===== config.mk =====
export PLATFORM = sky130hd
export DESIGN_NAME = mem_word_assembler_flat
export DESIGN_NICKNAME = d
export VERILOG_FILES = /design/src/rtl/mem_word_assembler_if.sv /design/src/rtl/mem_word_assembler.sv /design/src/flat_wrapper.sv
export SDC_FILE = /design/constraint.sdc
export NUM_CORES = 1
export LEC_CHECK = 0
export CORE_MARGIN = 4
export CORE_UTILIZATION = 54
export DETAILED_ROUTE_END_ITERATION = 6
export GPL_ROUTABILITY_DRIVEN = 0
export PLACE_DENSITY = 0.77
export SYNTH_ARGS = -nofsm -noshare
export SYNTH_HDL_FRONTEND = slang
export SYNTH_SLANG_ARGS = --single-unit

===== constraint.sdc =====
create_clock -name clk -period 2.3 [get_ports clk]
set_clock_uncertainty 0.15 [all_clocks]
set_input_delay 0.23 -clock clk [delete_from_list [all_inputs] [get_ports clk]]
set_output_delay 0.23 -clock clk [all_outputs]
set_load 0.02 [all_outputs]

===== src/rtl/mem_word_assembler_if.sv =====
// Request, RAM and completion signals of the halfword-RAM word assembler.
// The assembler itself uses the slave view; whoever drives requests and models the RAM uses the master view.
interface mem_word_assembler_if #(
    parameter int ADDR_W = 8
);
    logic              req_valid;
    logic              req_ready;
    logic [ADDR_W-1:0] req_byte_addr;
    logic              req_little_endian;
    logic [ADDR_W-2:0] mem_addr;
    logic              mem_rd_en;
    logic [15:0]       mem_read_data;
    logic [31:0]       word_data;
    logic              word_valid;
    logic              word_misaligned;
    logic              busy;

    modport slave (
        input  req_valid, req_byte_addr, req_little_endian, mem_read_data,
        output req_ready, mem_addr, mem_rd_en, word_data, word_valid, word_misaligned, busy
    );

    modport master (
        output req_valid, req_byte_addr, req_little_endian, mem_read_data,
        input  req_ready, mem_addr, mem_rd_en, word_data, word_valid, word_misaligned, busy
    );
endinterface


===== src/rtl/mem_word_assembler.sv =====
// Issues 2 (aligned) or 3 (odd address) halfword reads and assembles the addressed
// 4 bytes into a big- or little-endian 32-bit word, tolerating MEM_LAT cycles of RAM latency.
module mem_word_assembler #(
    parameter int ADDR_W  = 8,
    parameter int MEM_LAT = 1
) (
    input logic                 clk,
    input logic                 rst,
    mem_word_assembler_if.slave io_bus
);
    typedef enum logic [1:0] {IDLE, ISSUE, DRAIN, DONE} stateT;

    stateT             r_state;
    logic              r_offset;
    logic              r_littleEndian;
    logic [1:0]        r_lastIdx;
    logic [1:0]        r_issueIdx;
    logic [15:0]       r_hw0;
    logic [15:0]       r_hw1;
    logic [15:0]       r_hw2;
    logic              r_tagValid [MEM_LAT];
    logic [1:0]        r_tagIdx   [MEM_LAT];
    logic              r_reqReady;
    logic [ADDR_W-2:0] r_memAddr;
    logic              r_memRdEn;
    logic [31:0]       r_wordData;
    logic              r_wordValid;
    logic              r_wordMisaligned;
    logic              r_busy;

    logic              w_capValid;
    logic [1:0]        w_capIdx;
    logic              w_lastCapture;
    logic [15:0]       w_hw0;
    logic [15:0]       w_hw1;
    logic [15:0]       w_hw2;
    logic [47:0]       w_stream;
    logic [31:0]       w_beWord;
    logic [31:0]       w_leWord;

    // The oldest tag stage names the halfword arriving on mem_read_data this cycle.
    assign w_capValid    = r_tagValid[MEM_LAT-1];
    assign w_capIdx      = r_tagIdx[MEM_LAT-1];
    assign w_lastCapture = w_capValid && (w_capIdx == r_lastIdx);

    // Bypass the arriving halfword so the word is complete on the very edge of its last capture.
    assign w_hw0    = (w_capValid && w_capIdx == 2'd0) ? io_bus.mem_read_data : r_hw0;
    assign w_hw1    = (w_capValid && w_capIdx == 2'd1) ? io_bus.mem_read_data : r_hw1;
    assign w_hw2    = (w_capValid && w_capIdx == 2'd2) ? io_bus.mem_read_data : r_hw2;
    assign w_stream = {w_hw0, w_hw1, w_hw2};
    assign w_beWord = r_offset ? w_stream[39:8] : w_stream[47:16];
    assign w_leWord = {w_beWord[7:0], w_beWord[15:8], w_beWord[23:16], w_beWord[31:24]};

    always_ff @(posedge clk) begin
        if (rst) begin
            r_state          <= IDLE;
            r_offset         <= 1'b0;
            r_littleEndian   <= 1'b0;
            r_lastIdx        <= 2'd0;
            r_issueIdx       <= 2'd0;
            r_hw0            <= '0;
            r_hw1            <= '0;
            r_hw2            <= '0;
            for (int j = 0; j < MEM_LAT; j++) begin
                r_tagValid[j] <= 1'b0;
                r_tagIdx[j]   <= 2'd0;
            end
            r_reqReady       <= 1'b1;
            r_memAddr        <= '0;
            r_memRdEn        <= 1'b0;
            r_wordData       <= '0;
            r_wordValid      <= 1'b0;
            r_wordMisaligned <= 1'b0;
            r_busy           <= 1'b0;
        end else begin
            r_tagValid[0] <= r_memRdEn;
            r_tagIdx[0]   <= r_issueIdx;
            for (int j = 1; j < MEM_LAT; j++) begin
                r_tagValid[j] <= r_tagValid[j-1];
                r_tagIdx[j]   <= r_tagIdx[j-1];
            end

            if (w_capValid) begin
                case (w_capIdx)
                    2'd0:    r_hw0 <= io_bus.mem_read_data;
                    2'd1:    r_hw1 <= io_bus.mem_read_data;
                    default: r_hw2 <= io_bus.mem_read_data;
                endcase
            end

            case (r_state)
                IDLE: begin
                    if (io_bus.req_valid && r_reqReady) begin
                        r_offset       <= io_bus.req_byte_addr[0];
                        r_littleEndian <= io_bus.req_little_endian;
                        r_lastIdx      <= io_bus.req_byte_addr[0] ? 2'd2 : 2'd1;
                        r_issueIdx     <= 2'd0;
                        r_memAddr      <= io_bus.req_byte_addr[ADDR_W-1:1];
                        r_memRdEn      <= 1'b1;
                        r_reqReady     <= 1'b0;
                        r_busy         <= 1'b1;
                        r_state        <= ISSUE;
                    end
                end
                ISSUE: begin
                    if (r_issueIdx == r_lastIdx) begin
                        r_memRdEn <= 1'b0;
                        r_state   <= DRAIN;
                    end else begin
                        r_issueIdx <= r_issueIdx + 2'd1;
                        r_memAddr  <= r_memAddr + 1'b1;
                    end
                end
                DRAIN: begin
                    if (w_lastCapture) begin
                        r_wordData       <= r_littleEndian ? w_leWord : w_beWord;
                        r_wordMisaligned <= r_offset;
                        r_wordValid      <= 1'b1;
                        r_state          <= DONE;
                    end
                end
                DONE: begin
                    r_wordValid <= 1'b0;
                    r_busy      <= 1'b0;
                    r_reqReady  <= 1'b1;
                    r_state     <= IDLE;
                end
                default: r_state <= IDLE;
            endcase
        end
    end

    assign io_bus.req_ready       = r_reqReady;
    assign io_bus.mem_addr        = r_memAddr;
    assign io_bus.mem_rd_en       = r_memRdEn;
    assign io_bus.word_data       = r_wordData;
    assign io_bus.word_valid      = r_wordValid;
    assign io_bus.word_misaligned = r_wordMisaligned;
    assign io_bus.busy            = r_busy;
endmodule


===== src/flat_wrapper.sv =====
// flat-port wrapper written by rule: the top's interface ports become plain ports
module mem_word_assembler_flat 
#(
    parameter int ADDR_W  = 8,
    parameter int MEM_LAT = 1
)
  (clk, rst, io_bus_req_valid, io_bus_req_byte_addr, io_bus_req_little_endian, io_bus_mem_read_data, io_bus_req_ready, io_bus_mem_addr, io_bus_mem_rd_en, io_bus_word_data, io_bus_word_valid, io_bus_word_misaligned, io_bus_busy);
  mem_word_assembler_if #(.ADDR_W(ADDR_W)) io_bus_i ();
  input logic clk;
  input logic rst;
  input wire logic [$bits(io_bus_i.req_valid)-1:0] io_bus_req_valid;
  input wire logic [$bits(io_bus_i.req_byte_addr)-1:0] io_bus_req_byte_addr;
  input wire logic [$bits(io_bus_i.req_little_endian)-1:0] io_bus_req_little_endian;
  input wire logic [$bits(io_bus_i.mem_read_data)-1:0] io_bus_mem_read_data;
  output wire logic [$bits(io_bus_i.req_ready)-1:0] io_bus_req_ready;
  output wire logic [$bits(io_bus_i.mem_addr)-1:0] io_bus_mem_addr;
  output wire logic [$bits(io_bus_i.mem_rd_en)-1:0] io_bus_mem_rd_en;
  output wire logic [$bits(io_bus_i.word_data)-1:0] io_bus_word_data;
  output wire logic [$bits(io_bus_i.word_valid)-1:0] io_bus_word_valid;
  output wire logic [$bits(io_bus_i.word_misaligned)-1:0] io_bus_word_misaligned;
  output wire logic [$bits(io_bus_i.busy)-1:0] io_bus_busy;
  assign io_bus_i.req_valid = io_bus_req_valid;
  assign io_bus_i.req_byte_addr = io_bus_req_byte_addr;
  assign io_bus_i.req_little_endian = io_bus_req_little_endian;
  assign io_bus_i.mem_read_data = io_bus_mem_read_data;
  assign io_bus_req_ready = io_bus_i.req_ready;
  assign io_bus_mem_addr = io_bus_i.mem_addr;
  assign io_bus_mem_rd_en = io_bus_i.mem_rd_en;
  assign io_bus_word_data = io_bus_i.word_data;
  assign io_bus_word_valid = io_bus_i.word_valid;
  assign io_bus_word_misaligned = io_bus_i.word_misaligned;
  assign io_bus_busy = io_bus_i.busy;
  mem_word_assembler #(.ADDR_W(ADDR_W), .MEM_LAT(MEM_LAT)) u_core (.clk(clk), .rst(rst), .io_bus(io_bus_i));
endmodule

==> results.md <==
- CP max-delay cell: nand4_1
- RSZ-0062 raised after global routing: false
- # H-tree levels: 3
- CTS Buffer Depth: 2
- Max Fclk: 459 MHz
- Root Buffer: clkbuf_8
- Port Buffer Count: 71
- Final nets: 594
- Routed wire per std cell: 17.5 um
- Multi-input logic area: 2510 sq um
- Synth Instances: 484
- Area Growth Syn to Fin: 25.6%
- Crit path top cell by count: buf_4
- Setup-failing EPs final: 0
- Crit Path Max Fanout: 13
- Slew headroom: 58.8%
- CP startpoint kind: register
- Core Area: 8220 sq um
- Vias per inst: 5.96
- Final Util: 69.9%
- Antenna violations before repair: 0
- Post-route setup TNS: 0 ns
- Cell Area, Synth: 4570 sq um
- Max-cap violations: 0
- Final ANT Viol Nets: 0
- Worst skew pair latency: 0.36 ns
- CP Class: reg2reg
- Mapped Nets: 517
- Die H: 100 um
- Main synth FF type: dfxtp_1
- Final WS setup: 0.119 ns
- FF/Latch Area: 1880 sq um
- Asr flop ratio synth: 0%
- Final number of max-transition violations: 0
- Die area: 10000 sq um
- Via count: 4002
- Min Hold Slack: 0.209 ns
- Commonest non-fill, non-tap cells in the layout: dfxtp_1, nor2_1, clkdlybuf4s50_1, nand2_1, a21oi_1
- Reg2reg setup slack: 0.12 ns
- Fin crit period: 2.18 ns
- Design Power: 4.76 mW
- First-pass GRT wire length: 19000 um
- CTS buffer count: 9
- Worst vdd ir: 457 uV
- IO Pins: 72
- Outcome: finished, final reports clean
- Period utilisation layout: 94.8%
- Critical Path, Cell by Cell: ha_1 > and2_1 > buf_4 > nand4_1 > buf_4 > nor2_1 > a211oi_2
- DRC errors left: 0
- Register clock-pin slew on the reported worst setup and hold paths: 0.09 ns
- Sequential share of the synthesized area: 41.1%
- Power per cell area: 829 nW/um^2
- GRT Total Usage: 23.8%
- Detailed placement HPWL: 8340 um
- Final Cell Area: 5740 sq um
- CTS sink cnt: 94
- CTS tree: built
- Commonest non-fill, non-tap cell in the layout: dfxtp_1
- CP endpoint: u_core.io_bus.word_data[8]
- Path type of the worst min-delay path: in2reg
- Routed wire length: 11800 um
- Yosys Warn Count: 0
- Worst-Margin Slew: 0.616 ns
- Reg-to-reg endpoint: u_core.io_bus.word_data[8]
- DRT iter0 DRCs: 382
- FF-to-FF Start: u_core.r_state[1]
- Die X: 100 um
- CP required: 2.37 ns
- Synth cell types: 51
- Dpl ws: 0.0795 ns
- Synthesized flop and latch total: 94
- Share of cells above drive strength 1: 13.6%
- Number of inserted diodes: 0
- Largest net degree at the start of global routing: 97
- Worst Path Arrival: 2.25 ns
- Hold buffer count at cts: 0
- Initial core utilization: 55.7%
- Drt pass-1 iters: 5
- Post-synth EDFFs: 0
- Placed Area: 5480 sq um
- Crit. Startpoint: u_core.r_state[1]
- Number of global-route vias before repair: 3693
- Leakage: 2.23 nW
- Crit end category: register
- CP max stage delay: 0.50 ns
- Avg Cell Area, Syn: 9.45 sq um
- R2R depth: 7
- Inst Count DP: 652
- FILL cells: 659
- Post-route insts no fill: 671
- Final Hold Viols: 0
- Global route overflow: 0
- Row cnt: 33
## flip-flops by register name, summed over array words and instances, names as in the netlist
| register | cells |
|---|---|
| u_core.io_bus.busy | 1 |
| u_core.io_bus.word_valid | 1 |
| u_core.r_state | 2 |
| u_core.r_hw2 | 8 |
| u_core.r_issueIdx | 2 |
| u_core.io_bus.req_ready | 1 |
| u_core.r_offset | 1 |
| u_core.r_tagIdx | 2 |
| u_core.io_bus.word_data | 32 |
| u_core.r_littleEndian | 1 |
| u_core.io_bus.mem_rd_en | 1 |
| u_core.r_hw1 | 16 |
| u_core.r_tagValid | 1 |
| u_core.r_hw0 | 16 |
| u_core.r_lastIdx | 1 |
| u_core.io_bus.word_misaligned | 1 |
| u_core.io_bus.mem_addr | 7 |
## final cells by class
type | instances | area share, %
well taps | 105 | 2.29
multi-input cells | 351 | 43.7
clock buffers | 11 | 2.46
repair buffers | 100 | 17.0
clock inverters | 5 | 1.44
flip-flops and latches | 94 | 32.8
inverters | 5 | 0.327
## worst max-delay path, delay by kind of cell (launching register included)
kind	cells	cell delay, ns
buffers and inverters	2	0.47
adders and majority gates	1	0.19
DFF	1	0.42
and+or+nand+nor	3	0.77
AOI/OAI and AO/OA	1	0.06
## cell families (layout without fill, tap and decap cells)
group | count (synthesis) | count (layout) | synth area share (%)
flip-flops | 94 | 94 | 41.1
AND/OR/NAND/NOR | 165 | 165 | 16.0
adder cells (fa/ha/maj) | 5 | 5 | 1.37
multiplexers | 58 | 58 | 17.7
AO/OA/AOI/OAI | 119 | 119 | 18.9
XOR/XNOR | 4 | 4 | 0.766
buffers and inverters | 39 | 121 | 4.05
## report_power, final
group / internal [mW] / switching, mW / leakage (nW)
Clock: 0.645 / 0.582 / 0.113
Combinational: 0.730 / 0.870 / 1.35
Sequential: 1.80 / 0.137 / 0.761
Total: 3.17 / 1.59 / 2.23
## how the worst min path moves through the flow
stage                                       end  slack [ns]  cells after the start              from
after floorplan           u_core.r_tagIdx[0][0]        0.16                      1               rst
after global placement         u_core.r_hw2[12]        0.29                      2  u_core.r_hw2[12]
after detailed placement        u_core.r_hw2[9]        0.30                      2   u_core.r_hw2[9]
after CTS                       u_core.r_hw0[2]        0.22                      3               rst
after global routing      u_core.r_tagIdx[0][1]        0.24                      3               rst
final                           u_core.r_hw0[2]        0.21                      3               rst
## metal layers
metal	vias to the layer above	part of all wire [%]	GRT usage, %
met5	-	0	0
met4	0	1.2	6.32
met3	15	7.5	5.28
met2	168	45	34.9
met1	1899	46	35.5
li1	1920	-	-
## repair_timing
item,CTS,global route
setup buffers,0,3
gates resized for setup,0,2
endpoints found under the setup margin,0,23
## cells in the mapped netlist (all sizes together), types with 2 or more instances
master   count  area share, %
and2         3           0.41
mux2i       34            7.4
nand3       15            1.6
nand3b       2           0.41
buf         16            2.2
mux2         8            2.0
a2111oi     16            3.7
inv          4           0.33
o21ai       10            1.1
a22o         8            1.5
a21oi       36            3.9
mux4        16            8.3
nor2        82            6.7
o21a         2           0.33
ha           5            1.4
a211oi      19            3.6
o21bai      16            2.6
dfxtp       94             41
nand2       40            3.3
o32ai        2           0.38
nor2b        6           0.82
nand2b       5           0.68
nor3         2           0.22
a21boi       2           0.33
clkbuf      18            1.5
and3         2           0.27
nand4        2           0.27
xnor2        4           0.77
Note: power is estimated with default switching activity, not from simulation.
